## src/rtl/id_ex_if.sv

```systemverilog
// Decode/execute boundary bundle: decode payload and handshake in, EX register contents out.
interface id_ex_if #(
  parameter int unsigned ADDR_W = 6,
  parameter int unsigned DATA_W = 32,
  parameter int unsigned CNT_W  = 16
);
  logic              id_valid;
  logic              id_ready;
  logic [DATA_W-1:0] id_pc;
  logic [ADDR_W-1:0] id_rs_addr;
  logic [ADDR_W-1:0] id_rt_addr;
  logic [DATA_W-1:0] id_rs_value;
  logic [DATA_W-1:0] id_rt_value;
  logic [DATA_W-1:0] id_imm;
  logic [5:0]        id_alu_op;
  logic              id_wb_en;
  logic [ADDR_W-1:0] id_wb_addr;
  logic              id_mem_read;
  logic              id_mem_write;
  logic              flush;
  logic              ex_ready;
  logic              ex_valid;
  logic [DATA_W-1:0] ex_pc;
  logic [DATA_W-1:0] ex_rs_value;
  logic [DATA_W-1:0] ex_rt_value;
  logic [DATA_W-1:0] ex_imm;
  logic [5:0]        ex_alu_op;
  logic [ADDR_W-1:0] ex_wb_addr;
  logic              ex_wb_en;
  logic              ex_mem_read;
  logic              ex_mem_write;
  logic              ex_fwd_en;
  logic              load_use_stall;
  logic [CNT_W-1:0]  stall_count;

  modport master (
    output id_valid, id_pc, id_rs_addr, id_rt_addr, id_rs_value, id_rt_value, id_imm,
           id_alu_op, id_wb_en, id_wb_addr, id_mem_read, id_mem_write, flush, ex_ready,
    input  id_ready, ex_valid, ex_pc, ex_rs_value, ex_rt_value, ex_imm, ex_alu_op,
           ex_wb_addr, ex_wb_en, ex_mem_read, ex_mem_write, ex_fwd_en, load_use_stall,
           stall_count
  );

  modport slave (
    input  id_valid, id_pc, id_rs_addr, id_rt_addr, id_rs_value, id_rt_value, id_imm,
           id_alu_op, id_wb_en, id_wb_addr, id_mem_read, id_mem_write, flush, ex_ready,
    output id_ready, ex_valid, ex_pc, ex_rs_value, ex_rt_value, ex_imm, ex_alu_op,
           ex_wb_addr, ex_wb_en, ex_mem_read, ex_mem_write, ex_fwd_en, load_use_stall,
           stall_count
  );
endinterface

```

## src/rtl/id_ex_stage.sv

```systemverilog
// ID/EX pipeline register with load-use interlock, execute back-pressure, flush and a
// saturating interlock-cycle counter.
module id_ex_stage #(
  parameter int unsigned ADDR_W = 6,
  parameter int unsigned DATA_W = 32,
  parameter int unsigned CNT_W  = 16
) (
  input logic   clk,
  input logic   rst,
  id_ex_if.slave bus
);

  logic              r_ex_valid;
  logic [DATA_W-1:0] r_ex_pc;
  logic [DATA_W-1:0] r_ex_rs_value;
  logic [DATA_W-1:0] r_ex_rt_value;
  logic [DATA_W-1:0] r_ex_imm;
  logic [5:0]        r_ex_alu_op;
  logic [ADDR_W-1:0] r_ex_wb_addr;
  logic              r_ex_wb_en;
  logic              r_ex_mem_read;
  logic              r_ex_mem_write;
  logic [CNT_W-1:0]  r_stall_count;

  logic w_hazard;
  logic w_load_use_stall;
  logic w_id_ready;
  logic w_accept;
  logic w_cnt_sat;

  // Load data only exists after MEM, so an EX load cannot feed the decode bypass.
  assign w_hazard = bus.id_valid & r_ex_valid & r_ex_mem_read & r_ex_wb_en &
                    (r_ex_wb_addr != '0) &
                    ((r_ex_wb_addr == bus.id_rs_addr) | (r_ex_wb_addr == bus.id_rt_addr));

  assign w_load_use_stall = w_hazard & ~bus.flush;
  assign w_id_ready       = ~bus.flush & ~w_hazard & (~r_ex_valid | bus.ex_ready);
  assign w_accept         = bus.id_valid & w_id_ready;
  assign w_cnt_sat        = (r_stall_count == {CNT_W{1'b1}});

  always_ff @(posedge clk or posedge rst) begin
    if (rst) begin
      r_ex_valid     <= 1'b0;
      r_ex_pc        <= '0;
      r_ex_rs_value  <= '0;
      r_ex_rt_value  <= '0;
      r_ex_imm       <= '0;
      r_ex_alu_op    <= '0;
      r_ex_wb_addr   <= '0;
      r_ex_wb_en     <= 1'b0;
      r_ex_mem_read  <= 1'b0;
      r_ex_mem_write <= 1'b0;
      r_stall_count  <= '0;
    end else begin
      if (bus.flush) begin
        r_ex_valid <= 1'b0;
      end else if (w_accept) begin
        r_ex_valid     <= 1'b1;
        r_ex_pc        <= bus.id_pc;
        r_ex_rs_value  <= bus.id_rs_value;
        r_ex_rt_value  <= bus.id_rt_value;
        r_ex_imm       <= bus.id_imm;
        r_ex_alu_op    <= bus.id_alu_op;
        r_ex_wb_addr   <= bus.id_wb_addr;
        r_ex_wb_en     <= bus.id_wb_en;
        r_ex_mem_read  <= bus.id_mem_read;
        r_ex_mem_write <= bus.id_mem_write;
      end else if (r_ex_valid & bus.ex_ready) begin
        // Drain without refill: during a hazard this is the bubble.
        r_ex_valid <= 1'b0;
      end

      if (w_load_use_stall && !w_cnt_sat) begin
        r_stall_count <= r_stall_count + CNT_W'(1);
      end
    end
  end

  assign bus.id_ready       = w_id_ready;
  assign bus.load_use_stall = w_load_use_stall;
  assign bus.ex_fwd_en      = r_ex_valid & r_ex_wb_en & ~r_ex_mem_read;
  assign bus.ex_valid       = r_ex_valid;
  assign bus.ex_pc          = r_ex_pc;
  assign bus.ex_rs_value    = r_ex_rs_value;
  assign bus.ex_rt_value    = r_ex_rt_value;
  assign bus.ex_imm         = r_ex_imm;
  assign bus.ex_alu_op      = r_ex_alu_op;
  assign bus.ex_wb_addr     = r_ex_wb_addr;
  assign bus.ex_wb_en       = r_ex_wb_en;
  assign bus.ex_mem_read    = r_ex_mem_read;
  assign bus.ex_mem_write   = r_ex_mem_write;
  assign bus.stall_count    = r_stall_count;

endmodule

```

## src/flat_wrapper.sv

```systemverilog
// flat-port wrapper written by rule: the top's interface ports become plain ports
module id_ex_stage_flat 
#(
  parameter int unsigned ADDR_W = 6,
  parameter int unsigned DATA_W = 32,
  parameter int unsigned CNT_W  = 16
)
  (clk, rst, bus_id_valid, bus_id_pc, bus_id_rs_addr, bus_id_rt_addr, bus_id_rs_value, bus_id_rt_value, bus_id_imm, bus_id_alu_op, bus_id_wb_en, bus_id_wb_addr, bus_id_mem_read, bus_id_mem_write, bus_flush, bus_ex_ready, bus_id_ready, bus_ex_valid, bus_ex_pc, bus_ex_rs_value, bus_ex_rt_value, bus_ex_imm, bus_ex_alu_op, bus_ex_wb_addr, bus_ex_wb_en, bus_ex_mem_read, bus_ex_mem_write, bus_ex_fwd_en, bus_load_use_stall, bus_stall_count);
  id_ex_if #(.ADDR_W(ADDR_W), .DATA_W(DATA_W), .CNT_W(CNT_W)) bus_i ();
  input logic clk;
  input logic rst;
  input wire logic [$bits(bus_i.id_valid)-1:0] bus_id_valid;
  input wire logic [$bits(bus_i.id_pc)-1:0] bus_id_pc;
  input wire logic [$bits(bus_i.id_rs_addr)-1:0] bus_id_rs_addr;
  input wire logic [$bits(bus_i.id_rt_addr)-1:0] bus_id_rt_addr;
  input wire logic [$bits(bus_i.id_rs_value)-1:0] bus_id_rs_value;
  input wire logic [$bits(bus_i.id_rt_value)-1:0] bus_id_rt_value;
  input wire logic [$bits(bus_i.id_imm)-1:0] bus_id_imm;
  input wire logic [$bits(bus_i.id_alu_op)-1:0] bus_id_alu_op;
  input wire logic [$bits(bus_i.id_wb_en)-1:0] bus_id_wb_en;
  input wire logic [$bits(bus_i.id_wb_addr)-1:0] bus_id_wb_addr;
  input wire logic [$bits(bus_i.id_mem_read)-1:0] bus_id_mem_read;
  input wire logic [$bits(bus_i.id_mem_write)-1:0] bus_id_mem_write;
  input wire logic [$bits(bus_i.flush)-1:0] bus_flush;
  input wire logic [$bits(bus_i.ex_ready)-1:0] bus_ex_ready;
  output wire logic [$bits(bus_i.id_ready)-1:0] bus_id_ready;
  output wire logic [$bits(bus_i.ex_valid)-1:0] bus_ex_valid;
  output wire logic [$bits(bus_i.ex_pc)-1:0] bus_ex_pc;
  output wire logic [$bits(bus_i.ex_rs_value)-1:0] bus_ex_rs_value;
  output wire logic [$bits(bus_i.ex_rt_value)-1:0] bus_ex_rt_value;
  output wire logic [$bits(bus_i.ex_imm)-1:0] bus_ex_imm;
  output wire logic [$bits(bus_i.ex_alu_op)-1:0] bus_ex_alu_op;
  output wire logic [$bits(bus_i.ex_wb_addr)-1:0] bus_ex_wb_addr;
  output wire logic [$bits(bus_i.ex_wb_en)-1:0] bus_ex_wb_en;
  output wire logic [$bits(bus_i.ex_mem_read)-1:0] bus_ex_mem_read;
  output wire logic [$bits(bus_i.ex_mem_write)-1:0] bus_ex_mem_write;
  output wire logic [$bits(bus_i.ex_fwd_en)-1:0] bus_ex_fwd_en;
  output wire logic [$bits(bus_i.load_use_stall)-1:0] bus_load_use_stall;
  output wire logic [$bits(bus_i.stall_count)-1:0] bus_stall_count;
  assign bus_i.id_valid = bus_id_valid;
  assign bus_i.id_pc = bus_id_pc;
  assign bus_i.id_rs_addr = bus_id_rs_addr;
  assign bus_i.id_rt_addr = bus_id_rt_addr;
  assign bus_i.id_rs_value = bus_id_rs_value;
  assign bus_i.id_rt_value = bus_id_rt_value;
  assign bus_i.id_imm = bus_id_imm;
  assign bus_i.id_alu_op = bus_id_alu_op;
  assign bus_i.id_wb_en = bus_id_wb_en;
  assign bus_i.id_wb_addr = bus_id_wb_addr;
  assign bus_i.id_mem_read = bus_id_mem_read;
  assign bus_i.id_mem_write = bus_id_mem_write;
  assign bus_i.flush = bus_flush;
  assign bus_i.ex_ready = bus_ex_ready;
  assign bus_id_ready = bus_i.id_ready;
  assign bus_ex_valid = bus_i.ex_valid;
  assign bus_ex_pc = bus_i.ex_pc;
  assign bus_ex_rs_value = bus_i.ex_rs_value;
  assign bus_ex_rt_value = bus_i.ex_rt_value;
  assign bus_ex_imm = bus_i.ex_imm;
  assign bus_ex_alu_op = bus_i.ex_alu_op;
  assign bus_ex_wb_addr = bus_i.ex_wb_addr;
  assign bus_ex_wb_en = bus_i.ex_wb_en;
  assign bus_ex_mem_read = bus_i.ex_mem_read;
  assign bus_ex_mem_write = bus_i.ex_mem_write;
  assign bus_ex_fwd_en = bus_i.ex_fwd_en;
  assign bus_load_use_stall = bus_i.load_use_stall;
  assign bus_stall_count = bus_i.stall_count;
  id_ex_stage #(.ADDR_W(ADDR_W), .DATA_W(DATA_W), .CNT_W(CNT_W)) u_core (.clk(clk), .rst(rst), .bus(bus_i));
endmodule
```

## config.mk

```make
export PLATFORM = sky130hd
export DESIGN_NAME = id_ex_stage_flat
export DESIGN_NICKNAME = d
export VERILOG_FILES = /design/src/rtl/id_ex_if.sv /design/src/rtl/id_ex_stage.sv /design/src/flat_wrapper.sv
export SDC_FILE = /design/constraint.sdc
export NUM_CORES = 1
export LEC_CHECK = 0
export ABC_CLOCK_PERIOD_IN_PS = 16800
export BUFFER_PORTS_ARGS = -buffer_cell sky130_fd_sc_hd__buf_4
export CELL_PAD_IN_SITES_DETAIL_PLACEMENT = 1
export CELL_PAD_IN_SITES_GLOBAL_PLACEMENT = 1
export CORE_MARGIN = 5
export CORE_UTILIZATION = 38
export DETAILED_ROUTE_END_ITERATION = 16
export GPL_TIMING_DRIVEN = 0
export PLACE_DENSITY = 0.86
export SYNTH_ARGS = -nofsm -noshare
export SYNTH_HDL_FRONTEND = slang
export SYNTH_SLANG_ARGS = --single-unit
```

## constraint.sdc

```tcl
create_clock -name clk -period 16.8 [get_ports clk]
set_input_delay 4.2 -clock clk [delete_from_list [all_inputs] [get_ports clk]]
set_output_delay 4.2 -clock clk [all_outputs]
set_load 0.05 [all_outputs]
```

==> impl_metrics.ini <==
[status]
status = finished clean

[clock_network]
clock_tree_from_tritoncts = built
htree_levels = 4
ctsHoldBuffers = 0
clockBufferDepth = 2
cts_post_setup_buffers_inserted = 0
clock_latency_reported_for_the_late_side_of_the_worst_skew_pair_ns = 0.42
cts-resized-gates = 0
tritoncts_num_sinks = 160
clock_tree.root_cell = clkbuf_16
cts_made_buffers = 17
cts.reportedPaths.clkPinSlew_ns = 0.07

[floorplanning]
fp.dieH_um = 140
placeableCoreArea_mm2 = 0.0166
num_io_pins = 323
floorplan.rows = 47
floorplan.initialDensity_pct = 38.7
fp.dieW_um = 140
dieArea_mm2 = 0.0196

[grt]
grt_util_all_layers_pct = 21.2
first_global_vias = 5606
grt_start_max_net_pins = 101
global_route_wire_length_before_repair_mm = 32.3
number_of_antenna_violations_at_the_first_check_in_global_routing = 0
globalRouteOverflowTotal = 0

[timing]
finalMaxSlewViolations = 0
finalCriticalPeriod_ns = 10.02
grt_setup_unrepaired = no
maxSlewHeadroom_pct = 60.9
worst_clock_skew_ns = 0.0101
report.final.hold_viol_count = 0
final.hold.worst_slack_ns = 0.486
worst_pin_slew_ns = 0.586
report.final.setup_viol = 0
max_freq_ghz = 0.0998
fin_setup_tns_ns = 0
postLayoutSetupSlackWorst_ns = 6.78
timing.final.crit_share_pct = 59.6

[synth]
netlist.top_cell.by_area = dfrtp_1
syn_nets = 583
synthesis.area_mm2 = 0.00642
syn-instance-count = 422
syn_avg_cell_area_um2 = 15.2
synth.yosys.seq_area_share_pct = 62.3
yosys_warnings = 0
post_synth_num_cell_types = 34
synth_top_area_share_pct = 62.3
synth-seq-cells = 160
ys_top_cells_by_area = dfrtp_1, mux2_2, mux2_1

[finish]
sequential_cell_area_mm2 = 0.00400
mostFrequentLayoutCells = buf_4, dfrtp_1, mux2_2
post_route_cells_drive_above_1_share_pct = 57.9
multiInputGateArea_mm2 = 0.00227
n_fill_cell = 1688
finish.utilization_pct = 59.0
n_antenna_cell = 0
area_growth_syn_to_layout_pct = 52.2
mostFrequentLayoutCell = buf_4
finish.cell_count_without_fillers = 996
finish.instance_area_mm2 = 0.00978
fin_nets = 925

[critical_path]
setup.reg_to_reg.worst_slack_ns = 14.38
worstSetupEndpointType = output port
critical_path.reg2reg.endpoint = u_core.bus.ex_rs_value[16]
setup.worst_path.class = input port to output port
critPathRequiredTime_ns = 12.60
worst_r2r_startpoint = u_core.bus.ex_wb_addr[3]
worst_r2r_path_depth = 6
worstSetupStartpointType = input port
cp-endpoint = bus_load_use_stall
timing.critical_path.arrival_ns = 5.82
worstPathMaxFanout = 10
worstSetupStartpoint = bus_id_rs_addr[2]

[routing]
route.final.wire_length_mm = 20.9
drt-vias-per-instance = 4.87
drt_drc_violations_left = 0
via_total_after_detailed_routing = 4847
detailedRoute.firstPassIterationCount = 4
detailed_router_s_first_iteration_violation_count = 80
ant_nets = 0
detail_route.wl_per_cell_um = 21.0

[pwr]
power.ir.vdd_worst_mv = 0.0770
seqPwrFrac_pct = 36.1
cell_internal_pwr_mw = 0.845
power.static_leakage_nw = 4.68
fin_total_pwr_mw = 1.34
power_density_mw_per_mm2 = 137
sw_frac_of_total_pct = 37.0
share_comb_of_total_power_pct = 33.1
clkPwrFrac_pct = 30.8
total_switching_power_mw = 0.497

[place]
gp_congestion = 0.874
place.detailed.instances = 965
dpl_worst_slack_ns = 6.81
dpl_cell_area_mm2 = 0.00915
io_buffers = 322
place.detailed.hpwl_mm = 16.6

[hold_path]
hold_path_class = register to register
timing.hold.worst.start = u_core.bus.ex_rs_value[22]

[job]
maxCapViolations = 0
## flip-flops by register name, summed over array words and instances, names as in the netlist
register                 cells
u_core.bus.ex_imm           32
u_core.bus.ex_pc            32
u_core.bus.ex_rs_value      32
u_core.bus.ex_rt_value      32
u_core.bus.stall_count      16
u_core.bus.ex_alu_op         6
u_core.bus.ex_wb_addr        6
u_core.bus.ex_mem_read       1
u_core.bus.ex_mem_write      1
u_core.bus.ex_valid          1
u_core.bus.ex_wb_en          1
## Yosys cell counts
| cell type | number |
|---|---|
| dfrtp_1 | 160 |
| mux2_2 | 73 |
| mux2_1 | 71 |
| xor2_1 | 15 |
| xnor2_1 | 12 |
| nand2_1 | 11 |
| nor3_1 | 11 |
| nand3_1 | 9 |
| buf_2 | 8 |
| buf_6 | 8 |
| nand4_1 | 6 |
| nor2_1 | 6 |
| nor4_1 | 4 |
| or4_1 | 3 |
| a21oi_2 | 2 |
| clkbuf_1 | 2 |
| nand3b_1 | 2 |
| nor4_2 | 2 |
| or3_1 | 2 |
| a21boi_0 | 1 |
| a21o_1 | 1 |
| a21oi_1 | 1 |
| and2_1 | 1 |
| and3_1 | 1 |
| buf_1 | 1 |
| ha_1 | 1 |
| inv_1 | 1 |
| nand2b_1 | 1 |
| nand4b_1 | 1 |
| nor2_4 | 1 |
| nor2b_1 | 1 |
| o21ai_0 | 1 |
| o22a_1 | 1 |
| o22ai_1 | 1 |
## per-layer routing
layer / track usage, % / wire length [µm]
met5: 0 / 0
met4: 7.09 / 452
met3: 8.45 / 1920
met2: 38.8 / 11200
met1: 22.1 / 7330
## power by group through the flow
stage / Combinational (mW) / Sequential, mW / Clock (mW)
finish: 0.444 / 0.484 / 0.414
global route: 0.462 / 0.492 / 0.444
CTS: 0.450 / 0.485 / 0.424
detailed placement: 0.448 / 0.491 / 0
global placement: 0.437 / 0.485 / 0
floorplan: 0.0746 / 0.694 / 0
## cells by family after synthesis
logic type	after synthesis	synth area share, %
mux	144	25.2
xor+xnor	27	3.68
flops	160	62.3
fa+ha+maj	1	0.195
compound gates	8	0.896
buf+inv	20	2.26
simple gates	62	5.40
## worst min-delay path by stage
stage                            endpoint  slack [ns]  cells past startpoint
3_3_place_gp    u_core.bus.ex_rs_value[4]        0.47                      1
6_report       u_core.bus.ex_rs_value[22]        0.49                      1
3_5_place_dp         u_core.bus.ex_imm[4]        0.48                      1
5_1_grt        u_core.bus.ex_rs_value[25]        0.50                      1
2_1_floorplan   u_core.bus.stall_count[9]        0.79                      1
4_1_cts              u_core.bus.ex_imm[4]        0.49                      1
## worst max-delay path, cell delays in order
cell and delay (ns):
buf_4 0.11, xnor2_1 0.15, nand4_1 0.16, o22a_1 0.24
buf_2 0.19, buf_1 0.24, nor3_1 0.27, buf_4 0.24
## layout make-up
class,instances,share of cell area [%]
Clock inverter,14,2.10
Sequential cell,160,40.9
Multi-Input combinational cell,242,23.3
Tap cell,220,2.81
Timing Repair Buffer,323,25.0
Inverter,1,0.0896
Buffer,19,1.45
Clock buffer,17,4.35
(Power assumes the default switching activity.)
